### src/rtl/axilite_led_regs_pkg.sv
// Shared register offsets, response codes and LED control layout for the AXI-lite LED register file.
package axilite_regs_pkg;

    localparam logic [4:0] REG_ID        = 5'h00;
    localparam logic [4:0] REG_SCRATCH   = 5'h04;
    localparam logic [4:0] REG_LED_CTRL  = 5'h08;
    localparam logic [4:0] REG_BLINK_DIV = 5'h0C;
    localparam logic [4:0] REG_CNT_LO    = 5'h10;
    localparam logic [4:0] REG_CNT_HI    = 5'h14;

    typedef enum logic [1:0] {
        RESP_OKAY   = 2'b00,
        RESP_SLVERR = 2'b10
    } resp_t;

    typedef struct packed {
        logic       blink_en;
        logic [3:0] led;
    } led_ctrl_t;

    function automatic logic [31:0] strb_merge(input logic [31:0] old_v,
                                               input logic [31:0] new_v,
                                               input logic [3:0]  strb);
        logic [31:0] res;
        for (int b = 0; b < 4; b++)
            res[8*b +: 8] = strb[b] ? new_v[8*b +: 8] : old_v[8*b +: 8];
        return res;
    endfunction

endpackage

### src/rtl/axilite_led_regs_if.sv
// AXI4-Lite slave bus bundle between the AXI-lite bridge (master) and the LED register file (slave).
interface axilite_led_regs_if #(
    parameter int AW = 12
);
    logic [AW-1:0] s_awaddr;
    logic          s_awvalid;
    logic          s_awready;
    logic [31:0]   s_wdata;
    logic [3:0]    s_wstrb;
    logic          s_wvalid;
    logic          s_wready;
    logic [1:0]    s_bresp;
    logic          s_bvalid;
    logic          s_bready;
    logic [AW-1:0] s_araddr;
    logic          s_arvalid;
    logic          s_arready;
    logic [31:0]   s_rdata;
    logic [1:0]    s_rresp;
    logic          s_rvalid;
    logic          s_rready;

    modport slave (
        input  s_awaddr, s_awvalid, s_wdata, s_wstrb, s_wvalid, s_bready,
        input  s_araddr, s_arvalid, s_rready,
        output s_awready, s_wready, s_bresp, s_bvalid,
        output s_arready, s_rdata, s_rresp, s_rvalid
    );

    modport master (
        output s_awaddr, s_awvalid, s_wdata, s_wstrb, s_wvalid, s_bready,
        output s_araddr, s_arvalid, s_rready,
        input  s_awready, s_wready, s_bresp, s_bvalid,
        input  s_arready, s_rdata, s_rresp, s_rvalid
    );

endinterface

### src/rtl/axilite_led_regs_blink.sv
// Blink divider: phase toggles every max(div,1) cycles; a write to the divider restarts it at phase 0.
module led_blink_gen (
    input  logic        aclk,
    input  logic        areset,
    input  logic [31:0] div,
    input  logic        div_wr,
    output logic        phase
);

    logic [31:0] cnt_q, cnt_d, last;
    logic        phase_q, phase_d;

    always_comb begin
        last    = (div == 32'd0) ? 32'd0 : div - 32'd1;
        cnt_d   = cnt_q + 32'd1;
        phase_d = phase_q;
        if (div_wr) begin
            cnt_d   = '0;
            phase_d = 1'b0;
        end else if (cnt_q >= last) begin
            // >= so a divider shrunk below the running count restarts instead of wrapping 2^32
            cnt_d   = '0;
            phase_d = ~phase_q;
        end
    end

    always_ff @(posedge aclk) begin
        if (areset) begin
            cnt_q   <= '0;
            phase_q <= 1'b0;
        end else begin
            cnt_q   <= cnt_d;
            phase_q <= phase_d;
        end
    end

    assign phase = phase_q;

endmodule

### src/rtl/axilite_led_regs.sv
// AXI4-Lite register file: ID, scratch, LED control with hardware blink, optional 64-bit cycle counter.
// Counter present only when AXIL_LED_REGS_CNT_EN is defined.
module axilite_led_regs
    import axilite_regs_pkg::*;
#(
    parameter int          AW        = 12,
    parameter logic [31:0] ID_VALUE  = 32'hACE0_0215,
    parameter logic [31:0] BLINK_RST = 32'd62_500_000
) (
    input  logic              aclk,
    input  logic              areset,
    axilite_led_regs_if.slave s,
    output logic [3:0]        LEDn
);

    logic        awready_q, awready_d, bvalid_q, bvalid_d;
    resp_t       bresp_q, bresp_d, rresp_q, rresp_d;
    logic        arready_q, arready_d, rvalid_q, rvalid_d;
    logic [31:0] rdata_q, rdata_d;
    logic [31:0] scratch_q, scratch_d, div_q, div_d;
    led_ctrl_t   led_ctrl_q, led_ctrl_d;
    logic [3:0]  ledn_q, ledn_d;
    logic        wr_hs, rd_hs, wr_ok, rd_ok, div_wr, phase;
    logic [4:0]  waddr, raddr;
    logic [31:0] rd_val, cnt_lo, cnt_hi;

    // Ready is a registered pulse; the transfer completes on the cycle it is seen high.
    assign wr_hs = awready_q & s.s_awvalid & s.s_wvalid;
    assign rd_hs = arready_q & s.s_arvalid;
    assign waddr = {s.s_awaddr[4:2], 2'b00};
    assign raddr = {s.s_araddr[4:2], 2'b00};

`ifdef AXIL_LED_REGS_CNT_EN
    logic [63:0] cnt_q, cnt_d;
    logic [31:0] snap_q, snap_d;

    always_comb begin
        cnt_d  = cnt_q + 64'd1;
        snap_d = snap_q;
        if (rd_hs && raddr == REG_CNT_LO)
            snap_d = cnt_q[63:32];
    end

    always_ff @(posedge aclk) begin
        if (areset) begin
            cnt_q  <= '0;
            snap_q <= '0;
        end else begin
            cnt_q  <= cnt_d;
            snap_q <= snap_d;
        end
    end

    assign cnt_lo = cnt_q[31:0];
    assign cnt_hi = snap_q;
`else
    assign cnt_lo = '0;
    assign cnt_hi = '0;
`endif

    always_comb begin
        rd_val = '0;
        rd_ok  = 1'b1;
        case (raddr)
            REG_ID:        rd_val = ID_VALUE;
            REG_SCRATCH:   rd_val = scratch_q;
            REG_LED_CTRL:  rd_val = {27'b0, led_ctrl_q};
            REG_BLINK_DIV: rd_val = div_q;
            REG_CNT_LO:    rd_val = cnt_lo;
            REG_CNT_HI:    rd_val = cnt_hi;
            default:       rd_ok  = 1'b0;
        endcase
    end

    always_comb begin
        scratch_d  = scratch_q;
        led_ctrl_d = led_ctrl_q;
        div_d      = div_q;
        div_wr     = 1'b0;
        wr_ok      = 1'b1;
        case (waddr)
            REG_SCRATCH:   scratch_d = strb_merge(scratch_q, s.s_wdata, s.s_wstrb);
            REG_LED_CTRL:  if (s.s_wstrb[0]) led_ctrl_d = led_ctrl_t'(s.s_wdata[4:0]);
            REG_BLINK_DIV: begin
                div_d  = strb_merge(div_q, s.s_wdata, s.s_wstrb);
                div_wr = wr_hs;
            end
            default:       wr_ok = 1'b0;
        endcase
        if (!wr_hs) begin
            scratch_d  = scratch_q;
            led_ctrl_d = led_ctrl_q;
            div_d      = div_q;
        end
    end

    always_comb begin
        awready_d = s.s_awvalid & s.s_wvalid & ~bvalid_q & ~awready_q;
        bvalid_d  = bvalid_q;
        bresp_d   = bresp_q;
        if (wr_hs) begin
            bvalid_d = 1'b1;
            bresp_d  = wr_ok ? RESP_OKAY : RESP_SLVERR;
        end else if (bvalid_q && s.s_bready) begin
            bvalid_d = 1'b0;
        end

        arready_d = s.s_arvalid & ~rvalid_q & ~arready_q;
        rvalid_d  = rvalid_q;
        rdata_d   = rdata_q;
        rresp_d   = rresp_q;
        if (rd_hs) begin
            rvalid_d = 1'b1;
            rdata_d  = rd_val;
            rresp_d  = rd_ok ? RESP_OKAY : RESP_SLVERR;
        end else if (rvalid_q && s.s_rready) begin
            rvalid_d = 1'b0;
        end
    end

    led_blink_gen u_blink (
        .aclk   (aclk),
        .areset (areset),
        .div    (div_q),
        .div_wr (div_wr),
        .phase  (phase)
    );

    assign ledn_d = ~(led_ctrl_q.led & (led_ctrl_q.blink_en ? {4{phase}} : 4'hF));

    always_ff @(posedge aclk) begin
        if (areset) begin
            awready_q  <= 1'b0;
            bvalid_q   <= 1'b0;
            bresp_q    <= RESP_OKAY;
            arready_q  <= 1'b0;
            rvalid_q   <= 1'b0;
            rdata_q    <= '0;
            rresp_q    <= RESP_OKAY;
            scratch_q  <= '0;
            led_ctrl_q <= '0;
            div_q      <= BLINK_RST;
            ledn_q     <= 4'hF;
        end else begin
            awready_q  <= awready_d;
            bvalid_q   <= bvalid_d;
            bresp_q    <= bresp_d;
            arready_q  <= arready_d;
            rvalid_q   <= rvalid_d;
            rdata_q    <= rdata_d;
            rresp_q    <= rresp_d;
            scratch_q  <= scratch_d;
            led_ctrl_q <= led_ctrl_d;
            div_q      <= div_d;
            ledn_q     <= ledn_d;
        end
    end

    assign s.s_awready = awready_q;
    assign s.s_wready  = awready_q;
    assign s.s_bvalid  = bvalid_q;
    assign s.s_bresp   = bresp_q;
    assign s.s_arready = arready_q;
    assign s.s_rvalid  = rvalid_q;
    assign s.s_rdata   = rdata_q;
    assign s.s_rresp   = rresp_q;
    assign LEDn        = ledn_q;

endmodule

### src/flat_wrapper.sv
// flat-port wrapper written by rule: the top's interface ports become plain ports
module axilite_led_regs_flat import axilite_regs_pkg::*;
#(
    parameter int          AW        = 12,
    parameter logic [31:0] ID_VALUE  = 32'hACE0_0215,
    parameter logic [31:0] BLINK_RST = 32'd62_500_000
)
  (aclk, areset, LEDn, s_s_awaddr, s_s_awvalid, s_s_wdata, s_s_wstrb, s_s_wvalid, s_s_bready, s_s_araddr, s_s_arvalid, s_s_rready, s_s_awready, s_s_wready, s_s_bresp, s_s_bvalid, s_s_arready, s_s_rdata, s_s_rresp, s_s_rvalid);
  axilite_led_regs_if #(.AW(AW)) s_i ();
  input  logic aclk;
  input  logic areset;
  output logic [3:0] LEDn;
  input wire logic [$bits(s_i.s_awaddr)-1:0] s_s_awaddr;
  input wire logic [$bits(s_i.s_awvalid)-1:0] s_s_awvalid;
  input wire logic [$bits(s_i.s_wdata)-1:0] s_s_wdata;
  input wire logic [$bits(s_i.s_wstrb)-1:0] s_s_wstrb;
  input wire logic [$bits(s_i.s_wvalid)-1:0] s_s_wvalid;
  input wire logic [$bits(s_i.s_bready)-1:0] s_s_bready;
  input wire logic [$bits(s_i.s_araddr)-1:0] s_s_araddr;
  input wire logic [$bits(s_i.s_arvalid)-1:0] s_s_arvalid;
  input wire logic [$bits(s_i.s_rready)-1:0] s_s_rready;
  output wire logic [$bits(s_i.s_awready)-1:0] s_s_awready;
  output wire logic [$bits(s_i.s_wready)-1:0] s_s_wready;
  output wire logic [$bits(s_i.s_bresp)-1:0] s_s_bresp;
  output wire logic [$bits(s_i.s_bvalid)-1:0] s_s_bvalid;
  output wire logic [$bits(s_i.s_arready)-1:0] s_s_arready;
  output wire logic [$bits(s_i.s_rdata)-1:0] s_s_rdata;
  output wire logic [$bits(s_i.s_rresp)-1:0] s_s_rresp;
  output wire logic [$bits(s_i.s_rvalid)-1:0] s_s_rvalid;
  assign s_i.s_awaddr = s_s_awaddr;
  assign s_i.s_awvalid = s_s_awvalid;
  assign s_i.s_wdata = s_s_wdata;
  assign s_i.s_wstrb = s_s_wstrb;
  assign s_i.s_wvalid = s_s_wvalid;
  assign s_i.s_bready = s_s_bready;
  assign s_i.s_araddr = s_s_araddr;
  assign s_i.s_arvalid = s_s_arvalid;
  assign s_i.s_rready = s_s_rready;
  assign s_s_awready = s_i.s_awready;
  assign s_s_wready = s_i.s_wready;
  assign s_s_bresp = s_i.s_bresp;
  assign s_s_bvalid = s_i.s_bvalid;
  assign s_s_arready = s_i.s_arready;
  assign s_s_rdata = s_i.s_rdata;
  assign s_s_rresp = s_i.s_rresp;
  assign s_s_rvalid = s_i.s_rvalid;
  axilite_led_regs #(.AW(AW), .ID_VALUE(ID_VALUE), .BLINK_RST(BLINK_RST)) u_core (.aclk(aclk), .areset(areset), .s(s_i), .LEDn(LEDn));
endmodule
### config.mk
export PLATFORM = sky130hd
export DESIGN_NAME = axilite_led_regs_flat
export DESIGN_NICKNAME = d
export VERILOG_FILES = /design/src/rtl/axilite_led_regs_pkg.sv /design/src/rtl/axilite_led_regs_if.sv /design/src/rtl/axilite_led_regs_blink.sv /design/src/rtl/axilite_led_regs.sv /design/src/flat_wrapper.sv
export SDC_FILE = /design/constraint.sdc
export NUM_CORES = 1
export LEC_CHECK = 0
export CAP_MARGIN = 5
export CORE_AREA = 2 2 118 120
export DETAILED_ROUTE_END_ITERATION = 10
export DIE_AREA = 0 0 120 122
export DONT_BUFFER_PORTS = 1
export PLACE_DENSITY = 0.77
export RECOVER_POWER = 25
export SYNTH_ARGS = -nofsm -noshare
export SYNTH_HDL_FRONTEND = slang
export SYNTH_SLANG_ARGS = --single-unit
### constraint.sdc
create_clock -name aclk -period 8.6 [get_ports aclk]
set_clock_uncertainty 0.05 [all_clocks]
set_input_delay 2.58 -clock aclk [delete_from_list [all_inputs] [get_ports aclk]]
set_output_delay 2.58 -clock aclk [all_outputs]
set_load 0.02 [all_outputs]
Word-level counts from Yosys, hierarchy flattened. Cells that the tools add are included.

Mux-type cells: 12. Bitwise logic cells: 15. Reductions and logical operators: 19. $lt $le $gt $ge: 1. Eq/ne operators: 8. Add/sub/neg operators: 2.

Operators with widths (number): 32-bit one-hot mux with 4 select lines (1); 32-bit by 1-bit adder with 32-bit output, second input constant (1); 32-bit greater-or-equal comparator (1); 32-bit zero test (1); 32-bit 2-to-1 mux (1); 32-bit by 1-bit subtractor with 32-bit output, second input constant (1); 3-bit AND reduction (9); 3-bit by 2-bit == test with 1-bit output, second input constant (4); 1-bit AND (8); 1-bit 2-to-1 mux (7); 3-bit by 1-bit == test with 1-bit output, second input constant (2); 3-bit == test, second input constant (2); 3-bit OR reduction (2); 6-bit OR reduction (1); 5-bit zero test (1); 1-bit inverter (5); 4-bit AND (1); 2-bit 2-to-1 mux (2); 4-bit 2-to-1 mux (1); 4-bit inverter (1); 2-bit nonzero test (2); 1-bit logical AND (2); 2-bit OR reduction (1).

Logic and storage cells: 77. Bits in registers: 146. Bits of input ports: 67. Output and inout port bits: 45.

Longest topological paths before layout. Gate-level depths: netlist of the first run.

Word-level depth: 4. Depth in mapped cells: 16. Gate-level depth less buffers: 14.

Cells and area by module. Synthesis of the first run repeated with hierarchy kept, for this count alone.

Cell total of the unflattened synthesis: 847. Area, all modules: 7282.0 µm².

By module, submodules not included: axilite_led_regs (area each 4470.5 µm², sequential area each 2222.1 µm², instances 1, cells an instance 481); led_blink_gen (area each 2811.4 µm², sequential area each 660.6 µm², instances 1, cells an instance 366).

Least setup slack after synthesis of the first run. No wires, ideal clock.

Path type: input to register. From: in s_s_awaddr[4]. To: reg u_core.div_q[10]. Buffers on the path: 2. Library setup time: 0.120 ns. Stages: 6. Data required time: 8.430 ns. Arrival: 3.970 ns. Setup slack: 4.460 ns. Cell sequence: and4b_1 > and3_1 > clkbuf_1 > clkbuf_1 > nand2_1 > a211o_1.

Word-level cells in the longest chain between the ends: 2.

RTL lines: start: declaration (line flat_wrapper.sv:13) `input wire logic [$bits(s_i.s_awaddr)-1:0] s_s_awaddr;`; 3-bit by 2-bit == test with 1-bit output (line axilite_led_regs.sv:81) `case (waddr)`; 3-bit AND reduction (no source line); end signal: assignment (line axilite_led_regs.sv:154) `div_q <= div_d;`; end: declaration (line axilite_led_regs.sv:20) `logic [31:0] scratch_q, scratch_d, div_q, div_d;`.

Every way passes these cells. A chain may end at the register's enable or synchronous reset.

Worst setup path in the final report of the first run.
From: reg u_core.div_q[9]. To: reg u_core.u_blink.cnt_q[13].

Word-level cells in the longest chain between the ends: 4. Elaborated cells on any way between the ends: 5. Classes of those cells: add/sub (1); order compare (1); mux (1); reduce/logical (2).

RTL lines: 32-bit by 1-bit subtractor with 32-bit output or 32-bit zero test (tied branches) (line axilite_led_regs_blink.sv:14) `last = (div == 32'd0) ? 32'd0 : div - 32'd1;`; 32-bit 2-to-1 mux (*) (line axilite_led_regs_blink.sv:14); 32-bit greater-or-equal comparator (*) (line axilite_led_regs_blink.sv:20) `end else if (cnt_q >= last) begin`; 3-bit OR reduction (no source line) (*); end signal: assignment (line axilite_led_regs_blink.sv:32) `cnt_q <= cnt_d;`; end: declaration (line axilite_led_regs_blink.sv:10) `logic [31:0] cnt_q, cnt_d, last;`.

Every way passes the cells marked *; elsewhere a longest branch is shown, timed or not.

==> key figures, run 1 <==
Finish
  • Register area: 2880 sq um
  • Synthesis-to-layout area growth: 7.89%
  • Final #Nets: 966
  • Layout Utilization: 0.579
  • Fill cells: 1192
  • ANT cells: 0
  • Share of layout cells above drive strength 1: 0.0537
  • Final cell count without fillers: 1056
  • Multi-input gate area: 4100 sq um

Clock tree
  • Num CTS Buffers: 17
  • Clock transition at path regs: 0.06 ns
  • CTS max path bufs: 2
  • Worst-Skew Late Latency: 0.44 ns
  • Clk sinks: 144
  • Post-CTS Hold Fix Bufs: 0
  • CTS resizes: 0
  • H-tree Lvls: 4
  • TritonCTS clock tree: done
  • Root Driver: clkbuf_16
  • Setup bufs post-CTS: 0

Route
  • Routed met2 length: 8040 um
  • Routed WL: 17100 um
  • Top sig layer: met4
  • Met1 Wirelength: 7480 um
  • Drt first pass iters: 5
  • Via count: 6104
  • Number of remaining DRC errors: 0
  • Initial DRC count: 392
  • DR vias/cell: 5.78
  • Wirelength per Cell: 16.2 um
  • Met3 WL post-DR: 1070 um
  • DRT antenna net count: 0

Critical path
  • Critical path class: flop to flop
  • Crit-path cells: or4_4 > nor4_4 > nand2_2 > or4_4 > and2_1 > ha_1 > nand2b_1 > a2111oi_0 > a2111oi_0 > o41ai_1 > nand3_1 > buf_4 > nor2_1
  • Worst path max stage delay: 0.66 ns
  • Crit-path slowest cell: or4_4
  • Worst Setup Start Kind: flop
  • Critical path endpoint category: flop
  • Crit Path Max Fanout: 32
  • CP arrival: 4.81 ns
  • Worst Path Required: 8.92 ns

Synthesis
  • Ys flop type: dfxtp_1
  • Top post-synthesis cells by area: dfxtp_1 (40%), nand2_1 (6.6%), nor2_1 (6.5%)
  • Synthesis Warnings: 0
  • Library cells used by synthesis: 53
  • Yosys top cell area share: 0.398
  • Syn avg cell area: 8.14 sq um
  • Yosys reg bits: 144
  • Fraction of registers with async set/reset: 0
  • Area of the mapped netlist: 7240 sq um
  • Yosys top cell by area: dfxtp_1
  • Register area share after synthesis: 0.398
  • Post-Syn Instances: 890
  • Number of enable flip-flop cells after synthesis: 0

STA
  • Final Hold Slack: 0.351 ns
  • Unrepaired setup endpoints after global routing: false
  • Normalized max-slew margin: 0.282
  • TNS Setup: 0 ns
  • Fin. Hold Viols: 0
  • Fmax: 0.223 GHz
  • Final WS setup: 4.11 ns
  • Slew Limit Fails: 0
  • Endpoints failing setup: 0
  • Final Cycle Share: 0.522
  • Worst-margin pin slew: 1.08 ns
  • Final period demand of the worst path: 4.49 ns

Global route
  • First-pass GRT wire length: 28300 um
  • Initial antenna violation count: 0
  • Tot GR Track Use: 0.243
  • Largest net degree at the start of global routing: 110
  • Number of global-route vias before repair: 5682
  • Overflow after GRT: 0

Placement
  • Placed cell count: 1025
  • Worst slack, placed: 4.26 ns
  • IO buf count: 0
  • Post-DP HPWL: 12000 um
  • GPL Wtd Cong: 0.848

Floorplanning
  • Core Area: 13500 sq um
  • Die area: 14600 sq um
  • Chip height: 122 um
  • Effective utilization at floorplan: 0.536
  • Top Ports: 112
  • Die span in x: 120 um
  • FP Rows: 43

Power
  • LEAKAGE: 3.02 nW
  • Power per cell area: 178 nW/um^2
  • Clock power share: 0.493
  • Internal Pwr Total: 1.08 mW
  • Combinational share of power: 0.019
  • Sequential Power Share: 0.488
  • Sw Ratio: 0.221
  • Sw Pwr: 307 uW
  • Max IR drop VDD: 0.000142 V

Min path
  • Hold WC Path Type: flop to flop

Outcome
  • Run status: complete, no violations

Job
  • Max cap viols: 0
==> worst max-delay path, delay by kind of cell (launching register included) <==
kind	cells	cell delay (ns)
AOI/OAI and AO/OA	3	1.19
adders and majority gates	1	0.25
buffers and inverters	1	0.26
DFF	1	0.39
and+or+nand+nor	8	2.25
==> stage by stage <==
stage,power [mW],cell area [sq um]
floorplan,0.728,7250
global placement,0.718,7280
detailed placement,0.719,7280
CTS,1.39,7820
global route,1.43,7820
finish,1.39,7820
==> cell type report <==
| cell class | count | share of cell area |
|---|---|---|
| Tap cell | 180 | 0.0288 |
| Multi-Input combinational cell | 686 | 0.525 |
| Clock buffer | 20 | 0.0571 |
| Inverter | 11 | 0.00528 |
| Timing Repair Buffer | 4 | 0.00336 |
| Sequential cell | 144 | 0.369 |
| Clock inverter | 11 | 0.0117 |
==> logic make-up after synthesis <==
logic type | after synthesis | share of synthesized area
AND/OR/NAND/NOR | 420 | 0.274
other | 1 | 0.000518
multiplexers | 35 | 0.0487
XOR/XNOR | 53 | 0.0641
AO/OA/AOI/OAI | 141 | 0.118
adder cells (fa/ha/maj) | 35 | 0.0604
flip-flops | 144 | 0.398
buffers and inverters | 61 | 0.0366
==> state kept, by name (all words and copies together), names as in the netlist <==
name,flops
u_core.led_ctrl_q,5
u_core.div_q,32
u_core.scratch_q,32
u_core.u_blink.phase,1
u_core.s.s_rdata,32
u_core.u_blink.cnt_q,32
u_core.s.s_rvalid,1
u_core.s.s_bresp,1
u_core.s.s_bvalid,1
u_core.s.s_rresp,1
u_core.s.s_arready,1
u_core.s.s_awready,1
u_core.LEDn,4
==> power groups by stage <==
| stage | combinational, mW | clock, mW | sequential (mW) |
|---|---|---|---|
| finish | 0.0258 | 0.686 | 0.678 |
| global route | 0.0295 | 0.720 | 0.678 |
| CTS | 0.0264 | 0.690 | 0.678 |
| detailed placement | 0.0261 | 0 | 0.693 |
| global placement | 0.0256 | 0 | 0.693 |
| floorplan | 0.0365 | 0 | 0.691 |
==> path summary, 6_finish.rpt <==
path / startpoint / to / slack [ns] / cells past startpoint
setup reg to reg: u_core.div_q[9] / u_core.u_blink.cnt_q[13] / 4.11 / 13
hold / removal: u_core.led_ctrl_q[1] / u_core.LEDn[1] / 0.35 / 1
setup / recovery: u_core.div_q[9] / u_core.u_blink.cnt_q[13] / 4.11 / 13
hold reg to reg: u_core.led_ctrl_q[1] / u_core.LEDn[1] / 0.35 / 1
==> per-layer routing <==
| layer | global-route usage | up-vias |
|---|---|---|
| met4 | 0.113 | 0 |
| met3 | 0.0716 | 35 |
| met1 | 0.297 | 2864 |
| met5 | 0 | - |
| li1 | - | 3031 |
| met2 | 0.393 | 174 |
==> synthesized netlist by cell type (3+ instances only) <==
cell and n:
clkbuf_1 39, buf_6 3, ha_1 35, nor2_1 126, and3_1 18, nor3_1 15, nor2b_1 10, nor4_1 6
a22oi_1 10, nand3_1 69, nand2b_1 6, nand4_1 9, or3_1 5, a211o_1 13, a2111oi_0 5, dfxtp_1 144
and2_1 3, buf_4 3, a21oi_1 83, xor2_1 30, mux2i_1 33, and4_1 7, or4_4 3, buf_1 3
o21a_1 4, inv_1 11, xnor2_1 23, o21ai_0 14, nand2_1 128
==> cells in the final DEF (no fill, tap or decap), types with 4 or more instances in the layout <==
| cell type | synthesis | layout |
|---|---|---|
| inv_1 | 11 | 11 |
| o21a_1 | 4 | 4 |
| nand2b_1 | 6 | 6 |
| nor2_1 | 126 | 125 |
| ha_1 | 35 | 35 |
| a211o_1 | 13 | 13 |
| mux2i_1 | 33 | 33 |
| nor4_1 | 6 | 6 |
| and3_1 | 18 | 18 |
| a22oi_1 | 10 | 10 |
| nor3_1 | 15 | 15 |
| nand2_1 | 128 | 128 |
| clkbuf_16 | 0 | 17 |
| a2111oi_0 | 5 | 5 |
| nand3_1 | 69 | 69 |
| xor2_1 | 30 | 30 |
| and4_1 | 7 | 7 |
| nor2b_1 | 10 | 10 |
| or3_1 | 5 | 5 |
| dfxtp_1 | 144 | 144 |
| o21ai_0 | 14 | 14 |
| xnor2_1 | 23 | 23 |
| nand4_1 | 9 | 9 |
| clkinv_2 | 0 | 6 |
| a21oi_1 | 83 | 83 |
No activity file was read; power rests on OpenSTA's default activity.
==> run 2, diff against run 1 <==
==> constraint.sdc (replaced) <==
create_clock -name aclk -period 4.4 [get_ports aclk]
set_clock_uncertainty 0.05 [all_clocks]
set_input_delay 1.32 -clock aclk [delete_from_list [all_inputs] [get_ports aclk]]
set_output_delay 1.32 -clock aclk [all_outputs]
set_load 0.02 [all_outputs]
==> run 2 against run 1 <==
- the run now ends with max-capacitance violations, max-slew violations left
- global-route usage up 0.14 points
- sequential cell count unchanged
- worst setup slack worse by 3.8 ns
- sequential share of layout area down 0.63 points
- total power up 110%
- die area unchanged
- first-iteration DRC count down 2.3%
- critical path type unchanged
- largest power group unchanged
==> key figures, run 2 (same netlist as run 1, synthesis figures left out) <==
Route
  • Number of remaining DRC errors: 0 (unchanged)
  • DR vias/cell: 5.79 (was 5.78)
  • Via count: 6158 (was 6104)
  • DRT antenna net count: 0 (unchanged)
  • Routed WL: 17300 um (was 17100 um)
  • Initial DRC count: 383 (was 392)
  • Drt first pass iters: 5 (unchanged)
  • Wirelength per Cell: 16.3 um (was 16.2 um)

Finish
  • Layout Utilization: 0.589 (was 0.579)
  • Synthesis-to-layout area growth: 9.78% (was 7.89%)
  • Share of layout cells above drive strength 1: 0.0646 (was 0.0537)
  • Leading cell type in the layout, fill and taps excluded: dfxtp_1 (unchanged)
  • ANT cells: 0 (unchanged)
  • Most frequent cells in the layout: dfxtp_1 (144), nand2_1 (128), nor2_1 (125), a21oi_1 (83), nand3_1 (69) (unchanged)
  • Finished layout cell area: 7950 sq um (was 7820 sq um)
  • Final #Nets: 972 (was 966)
  • Final cell count without fillers: 1063 (was 1056)

STA
  • Endpoints failing setup: 0 (unchanged)
  • Final period demand of the worst path: 4.11 ns (was 4.49 ns)
  • Normalized max-slew margin: -0.105 (was 0.282)
  • Final Cycle Share: 0.933 (was 0.522)
  • Slew Limit Fails: 39 (was 0)
  • Final WS setup: 0.294 ns (was 4.11 ns)
  • TNS Setup: 0 ns (unchanged)
  • Fin. Hold Viols: 0 (unchanged)
  • Fmax: 0.244 GHz (was 0.223 GHz)
  • Worst-margin pin slew: 1.66 ns (was 1.08 ns)
  • Final Hold Slack: 0.353 ns (was 0.351 ns)

Clock tree
  • Post-CTS Hold Fix Bufs: 0 (unchanged)
  • Worst-Skew Late Latency: 0.43 ns (was 0.44 ns)
  • Setup bufs post-CTS: 0 (unchanged)
  • Root Driver: clkbuf_16 (unchanged)
  • TritonCTS clock tree: done (unchanged)
  • CTS max path bufs: 2 (unchanged)
  • H-tree Lvls: 4 (unchanged)
  • Clock transition at path regs: 0.06 ns (about the same)
  • Num CTS Buffers: 17 (unchanged)
  • Clk sinks: 144 (unchanged)

Critical path
  • Crit-path cells: or4_4 > nor4_4 > nand2_2 > or4_4 > buf_4 > nand2_1 > ha_1 > nand4_1 > or3_1 > a2111oi_1 > o41ai_2 > nand3_1 > buf_12 > nor2_1 (was or4_4 > nor4_4 > nand2_2 > or4_4 > and2_1 > ha_1 > nand2b_1 > a2111oi_0 > a2111oi_0 > o41ai_1 > nand3_1 > buf_4 > nor2_1)
  • Critical path endpoint category: flop (unchanged)
  • Critical path class: flop to flop (unchanged)
  • Worst Setup Start Kind: flop (unchanged)
  • Crit Path Max Fanout: 30 (was 32)
  • CP Launch Point: u_core.div_q[11] (was u_core.div_q[9])
  • Cell repeated most along the worst path: or4_4
  • R2R Path Start: u_core.div_q[11] (was u_core.div_q[9])
  • CP arrival: 4.37 ns (was 4.81 ns)
  • Worst path max stage delay: 0.55 ns (was 0.66 ns)
  • Crit-path slowest cell: or4_4 (unchanged)
  • Worst Path Required: 4.67 ns (was 8.92 ns)

Floorplanning
  • FP Rows: 43 (unchanged)
  • Die span in x: 120 um (unchanged)
  • Core Area: 13500 sq um (unchanged)
  • Chip height: 122 um (unchanged)
  • Top Ports: 112 (unchanged)
  • Die area: 14600 sq um (unchanged)
  • Effective utilization at floorplan: 0.536 (unchanged)

Placement
  • IO buf count: 0 (unchanged)
  • GPL Wtd Cong: 0.847 (was 0.848)
  • Placed cell area: 7340 sq um (was 7280 sq um)
  • Worst slack, placed: 0.270 ns (was 4.26 ns)
  • Placed cell count: 1031 (was 1025)
  • Post-DP HPWL: 12100 um (was 12000 um)

Power
  • Internal Pwr Total: 2.23 mW (was 1.08 mW)
  • Power per cell area: 358 nW/um^2 (was 178 nW/um^2)
  • Clock power share: 0.517 (was 0.493)
  • Max IR drop VDD: 0.000277 V (was 0.000142 V)
  • Sw Pwr: 618 uW (was 307 uW)
  • LEAKAGE: 3.10 nW (was 3.02 nW)
  • Sw Ratio: 0.217 (was 0.221)
  • Final Power: 2.85 mW (was 1.39 mW)
  • Sequential Power Share: 0.465 (was 0.488)
  • Combinational share of power: 0.018 (was 0.019)

Global route
  • Number of global-route vias before repair: 5604 (was 5682)
  • Tot GR Track Use: 0.244 (was 0.243)
  • First-pass GRT wire length: 28200 um (was 28300 um)
  • Initial antenna violation count: 0 (unchanged)
  • Overflow after GRT: 0 (unchanged)
  • Largest net degree at the start of global routing: 110 (unchanged)

Min path
  • Min-delay src: u_core.led_ctrl_q[3] (was u_core.led_ctrl_q[1])
  • Hold WC Path Type: flop to flop (unchanged)

Job
  • Max cap viols: 1 (was 0)

Outcome
  • Failing checks: max-capacitance violations, max-slew violations
  • Run status: finished with violations (was complete, no violations)
run 2: changes by cell type in the layout (fill, tap and decap cells not counted), sizes merged:
| cell | previous run | this run |
|---|---|---|
| clkbuf | 21 | 22 |
| clkinv | 6 | 4 |
| bufinv | 1 | 2 |
| inv | 12 | 13 |
| buf | 3 | 9 |
run 2: worst paths after layout:
path	to	slack, ns	cells after the start
setup reg to reg	u_core.u_blink.cnt_q[24]	0.29	14
hold reg to reg	u_core.LEDn[3]	0.35	1
hold / removal	u_core.LEDn[3]	0.35	1
setup / recovery	u_core.u_blink.cnt_q[24]	0.29	14
run 2: critical path, delay by kind of cell (launching register included):
family	cells	cell delay, ns
flip-flops	1	0.37
AO/OA/AOI/OAI	2	0.63
adder cells (fa/ha/maj)	1	0.16
AND/OR/NAND/NOR	9	2.34
buffers and inverters	2	0.43
run 2: layout make-up:
type	count	area, sq um
clock buffer	21	480
clock inverter	11	128
fill	1168	5550
inverter	11	41.3
multi-input combinational	686	4110
sequential	144	2880
tap	180	225
timing repair buffer	10	83.8
run 2: routing by layer:
layer / up-vias / track usage / wire [um]
met2: 196 / 0.400 / 8130
li1: 3043 / - / -
met1: 2884 / 0.300 / 7610
met5: - / 0 / 0
met3: 35 / 0.0815 / 1210
met4: 0 / 0.0882 / 394
run 2: repair_timing:
item                       CTS  global route
hold endpoints to repair     0             0
resized for setup            0             2
setup endpoints to repair    0            30
run 2: power groups by stage:
stage | combinational, mW | sequential [mW] | clock, mW
finish | 0.0523 | 1.33 | 1.47
detailed placement | 0.0526 | 1.35 | 0
CTS | 0.0530 | 1.33 | 1.48
global placement | 0.0523 | 1.35 | 0
floorplan | 0.0713 | 1.35 | 0
global route | 0.0574 | 1.33 | 1.54
